[config.mk]
export PLATFORM = sky130hd
export DESIGN_NAME = data_mem_arbiter
export DESIGN_NICKNAME = d
export VERILOG_FILES = /design/src/rtl/data_mem_arbiter_pkg.sv /design/src/rtl/data_mem_arbiter_rr_arb2.sv /design/src/rtl/data_mem_arbiter.sv
export SDC_FILE = /design/constraint.sdc
export NUM_CORES = 1
export LEC_CHECK = 0
export ABC_AREA = 1
export ABC_CLOCK_PERIOD_IN_PS = 1600
export CORE_MARGIN = 2
export CORE_UTILIZATION = 30
export CTS_CLUSTER_DIAMETER = 100
export CTS_CLUSTER_SIZE = 28
export DETAILED_ROUTE_END_ITERATION = 7
export GPL_ROUTABILITY_DRIVEN = 1
export GPL_TIMING_DRIVEN = 0
export PLACE_DENSITY = 0.79
export SLEW_MARGIN = 20
export SYNTH_ARGS = -nofsm -noshare
export SYNTH_HDL_FRONTEND = slang
export SYNTH_HIERARCHICAL = 1
export SYNTH_SLANG_ARGS = --single-unit
[constraint.sdc]
create_clock -name clk -period 1.6 [get_ports clk]
set_input_delay 0.48 -clock clk [delete_from_list [all_inputs] [get_ports clk]]
set_output_delay 0.48 -clock clk [all_outputs]
set_load 0.02 [all_outputs]
[src/rtl/data_mem_arbiter_pkg.sv]
// Shared FSM encoding and address legality rule for the data memory arbiter.
// Fallback width when defines.v has not been preloaded ahead of this file.
`ifndef CPU_WIDTH
`define CPU_WIDTH 32
`endif

package data_mem_arbiter_pkg;

   typedef enum logic [1:0] {
      IDLE  = 2'd0,
      ISSUE = 2'd1,
      RESP  = 2'd2
   } state_t;

   // Word-aligned and inside the attached memory, otherwise rejected.
   function automatic logic addr_err(input logic [`CPU_WIDTH-1:0] addr,
                                     input int unsigned depth);
      return (addr[1:0] != 2'b00) || (addr >= `CPU_WIDTH'(4 * depth));
   endfunction

endpackage

[src/rtl/data_mem_arbiter_rr_arb2.sv]
// Two-way round-robin arbiter: combinational winner, pointer updated on upd.
// No backpressure; winner is valid whenever either request is high.
module rr_arb2 (
   input  logic clk,
   input  logic rst,
   input  logic req0,
   input  logic req1,
   input  logic upd,
   input  logic upd_idx,
   output logic win
);

   logic last_q;
   logic last_eff;

   // The pointer update and the next arbitration happen in the same cycle,
   // so the port being retired already counts as most recently granted.
   assign last_eff = upd ? upd_idx : last_q;

   always_comb begin
      win = 1'b0;
      if (req1 && (!req0 || !last_eff)) begin
         win = 1'b1;
      end
   end

   always_ff @(posedge clk) begin
      if (rst) begin
         last_q <= 1'b1;
      end else if (upd) begin
         last_q <= upd_idx;
      end
   end

endmodule

[src/rtl/data_mem_arbiter.sv]
// Two-port arbiter in front of a single-cycle data memory: gnt at +1, rvalid at +2.
// One access in flight; requesters hold their request until granted.
`ifndef CPU_WIDTH
`define CPU_WIDTH 32
`endif

module data_mem_arbiter
   import data_mem_arbiter_pkg::*;
#(
   parameter int DEPTH = 32
) (
   input  logic                  clk,
   input  logic                  rst,
   input  logic                  p0_req,
   input  logic                  p0_wen,
   input  logic [`CPU_WIDTH-1:0] p0_addr,
   input  logic [`CPU_WIDTH-1:0] p0_wdata,
   input  logic                  p1_req,
   input  logic                  p1_wen,
   input  logic [`CPU_WIDTH-1:0] p1_addr,
   input  logic [`CPU_WIDTH-1:0] p1_wdata,
   output logic                  p0_gnt,
   output logic                  p1_gnt,
   output logic                  p0_rvalid,
   output logic                  p1_rvalid,
   output logic                  p0_err,
   output logic                  p1_err,
   output logic [`CPU_WIDTH-1:0] rdata_o,
   output logic                  mem_sel_o,
   output logic                  mem_wen_o,
   output logic [`CPU_WIDTH-1:0] mem_addr_o,
   output logic [`CPU_WIDTH-1:0] mem_wdata_o,
   input  logic [`CPU_WIDTH-1:0] mem_rdata_i
);

   state_t                  state;
   logic                    lat_port;
   logic                    lat_wen;
   logic                    lat_err;
   logic [`CPU_WIDTH-1:0]   lat_addr;
   logic [`CPU_WIDTH-1:0]   lat_wdata;

   logic                    win;
   logic                    issue_st;
   logic                    resp_st;
   logic                    any_req;
   logic                    sel_wen;
   logic [`CPU_WIDTH-1:0]   sel_addr;
   logic [`CPU_WIDTH-1:0]   sel_wdata;

   assign issue_st  = (state == ISSUE);
   assign resp_st   = (state == RESP);
   assign any_req   = p0_req | p1_req;
   assign sel_wen   = win ? p1_wen   : p0_wen;
   assign sel_addr  = win ? p1_addr  : p0_addr;
   assign sel_wdata = win ? p1_wdata : p0_wdata;

   rr_arb2 u_arb (
      .clk     (clk),
      .rst     (rst),
      .req0    (p0_req),
      .req1    (p1_req),
      .upd     (resp_st),
      .upd_idx (lat_port),
      .win     (win)
   );

   always_ff @(posedge clk) begin
      if (rst) begin
         state     <= IDLE;
         lat_port  <= 1'b0;
         lat_wen   <= 1'b0;
         lat_err   <= 1'b0;
         lat_addr  <= '0;
         lat_wdata <= '0;
      end else begin
         case (state)
            IDLE, RESP: begin
               if (any_req) begin
                  state     <= ISSUE;
                  lat_port  <= win;
                  lat_wen   <= sel_wen;
                  lat_err   <= addr_err(sel_addr, DEPTH);
                  lat_addr  <= sel_addr;
                  lat_wdata <= sel_wdata;
               end else begin
                  state <= IDLE;
               end
            end
            ISSUE:   state <= RESP;
            default: state <= IDLE;
         endcase
      end
   end

   assign p0_gnt    = issue_st & ~lat_port;
   assign p1_gnt    = issue_st &  lat_port;
   assign p0_rvalid = resp_st  & ~lat_port;
   assign p1_rvalid = resp_st  &  lat_port;
   assign p0_err    = p0_rvalid & lat_err;
   assign p1_err    = p1_rvalid & lat_err;

   // rst is folded in so a write landing on the reset edge never reaches memory.
   assign mem_sel_o   = issue_st & ~lat_err & ~rst;
   assign mem_wen_o   = mem_sel_o & lat_wen;
   assign mem_addr_o  = issue_st ? lat_addr  : '0;
   assign mem_wdata_o = issue_st ? lat_wdata : '0;
   assign rdata_o     = (resp_st && !lat_wen && !lat_err) ? mem_rdata_i : '0;

endmodule

==> metrics.yaml <==
die:
  start_util_pct: 30.37
  die_h_um: 119.1
  die_area_um2: 14180
  die_x_um: 119.1
  rows: 42
  io_pins: 270
  core-area_um2: 13090
timing:
  layout_min_cycle_time_ns: 2.011
  slew_headroom_pct: 48.30
  whs_ns: 0.4556
  hold_viol: 0
  fin_skew_ns: 0.008662
  slew_violations: 0
  postLayoutSetupSlackWorst_ns: -0.4109
  setup_violations: 166
  fin_crit_sh_pct: 125.7
  fmax_mhz: 497.3
  rsz0062_at_grt: "yes"
  worst_slew_pin_slew_ns: 0.7754
  setup_tns_ns: -41.58
route:
  firstDrtPassIters: 5
  wl_per_cell_um: 15.30
  ant_nets: 0
  routed_wl_um: 17500
  viasPerCell: 4.599
  vias: 5261
  drt_iter0_drc: 191
  drcViolationCount: 0
critical_path:
  cp.arrival_ns: 1.53
  end_kind: "primary output"
  crit_fanout: 10
  critPathLaunchType: "flip-flop"
  worstSetupPathType: "flip-flop to primary output"
  worst_ep_required_time_ns: 1.12
cells_and_area:
  final_cell_mix: "162 x clkdlybuf4s50_1, 119 x inv_1, 98 x nand2_1, 84 x buf_4, 82 x nor2_1"
  final_area_um2: 8249
  area_growth_pct: 107.6
  num_antenna_cells: 0
  fin_nets: 1130
  drive_above_1_share_pct: 34.19
  layout.cells.most_common: "clkdlybuf4s50_1"
clocking:
  cts_tree: "done"
  clockBufferDepth: 2
  clock-sinks: 70
  cts_root_buf: "clkbuf_16"
  cts_buffers: 9
  clk_pin_slew_worst_paths_ns: 0.06
  clk_latency_ns: 0.33
  ctsHtreeMaxLevel: 3
synthesis:
  synth_area_um2: 3974
  ys.warnings.count: 6
  syn-num-nets: 826
  ys_types: 22
  syn_area_per_cell_um2: 6.021
  seq_area_frac_synth_pct: 35.26
  ys_ff_latch: 70
  synth_cells: 660
placement:
  dp_slack_ns: -1.159
  post_dp_cell_area_um2: 6904
  hpwl_um: 12600
  portBuffers: 269
  place.gp.congestion: 0.8317
power:
  leakage_uw: 0.003711
  powerDensity_nw_per_um2: 734.0
  vdd_drop_max_mv: 0.5571
  power_uw: 6055
grt:
  grt_start_max_net_pins: 12
  globalRouteOverflowTotal: 0
  grt_pass1_vias: 5118
  grtUsageTotal_pct: 23.64
  antenna_found_initial: 0
  grt_pass1_wl_um: 26500
run_status:
  violations: "setup timing"
  status: "finished, violations left"
min_path:
  hold_class: "flip-flop to flip-flop"
flow_run:
  maxCapViolations: 0
## synthesized netlist by cell type
master	n	area share [%]
o21ai_0	30	3.8
buf_6	4	1.1
o21bai_4	1	0.47
clkbuf_1	19	1.8
nor4_1	1	0.16
buf_1	1	0.094
nand3_1	2	0.25
inv_2	2	0.19
a31oi_1	33	5.2
o21ai_1	23	2.9
nor2_1	135	13
a311oi_1	5	1.1
inv_1	120	11
buf_2	16	2.0
a21oi_1	16	2.0
buf_4	5	0.94
or2_1	1	0.16
nor3_1	3	0.38
o21ai_2	4	0.88
dfxtp_1	70	35
nand2_1	156	15
a211oi_1	13	2.5
## layout make-up
type | count | area, µm²
clock inverter | 4 | 47.55
sequential | 70 | 1406
buffer | 43 | 480.5
inverter | 122 | 462.9
clock buffer | 11 | 242.7
multi-input combinational | 423 | 2492
tap | 176 | 220.2
fill | 1156 | 4836
timing repair buffer | 295 | 2897
## routing by layer
layer	up-vias	wire length, µm	GRT usage [%]
met5	-	0	0
met4	0	272	6.920
met3	17	1360	6.226
met2	215	9228	44.00
met1	2395	6639	26.17
li1	2634	-	-
## sequential cells by signal (all words and copies together), names as in the netlist
register and count:
lat_addr 32, lat_wdata 32, state 2, lat_err 1, lat_port 1, lat_wen 1, u_arb/last_q 1
## worst max-delay path: stages (launching register included)
cell and delay (ns):
dfxtp_2 0.33, inv_4 0.05, nor2_4 0.12, buf_4 0.14, nand3_4 0.11, clkbuf_16 0.21, nor2_2 0.10, buf_4 0.15
## cells by family after synthesis
kind of cell | after synthesis | share of synthesized area, %
buffers and inverters | 167 | 17.51
and+or+nand+nor | 298 | 28.43
DFF | 70 | 35.26
AOI/OAI and AO/OA | 125 | 18.80
## power by group
part / switching [µW] / internal, µW / total, µW
Combinational: 1030 / 1040 / 2070
Sequential: 80.2 / 1920 / 2000
Clock: 750 / 1240 / 1990
## final timing paths
check | start | to | slack [ns] | depth (start not counted)
max | state[1]$_SDFF_PP0_ | rdata_o[3] | -0.41 | 7
max reg2reg | state[1]$_SDFF_PP0_ | lat_err$_SDFFE_PP0P_ | -0.37 | 15
min | lat_addr[9]$_SDFFE_PP0P_ | lat_addr[9]$_SDFFE_PP0P_ | 0.46 | 2
min reg2reg | lat_addr[9]$_SDFFE_PP0P_ | lat_addr[9]$_SDFFE_PP0P_ | 0.46 | 2
## metrics by stage
stage,std cells,utilization (%)
6_report,1144,63.04
5_1_grt,1144,63.04
4_1_cts,1136,59.28
3_5_place_dp,1105,52.76
3_3_place_gp,1105,52.76
2_1_floorplan,660,-
## repair_timing
| action | in CTS | in global routing |
|---|---|---|
| gates cloned | 4 | 1 |
| hold buffers | 0 | 0 |
| endpoints found under the setup margin | 171 | 171 |
| resized for setup | 713 | 140 |
| setup buffers | 12 | 11 |
| pin swaps | 21 | 44 |
(Power assumes the default switching activity.)
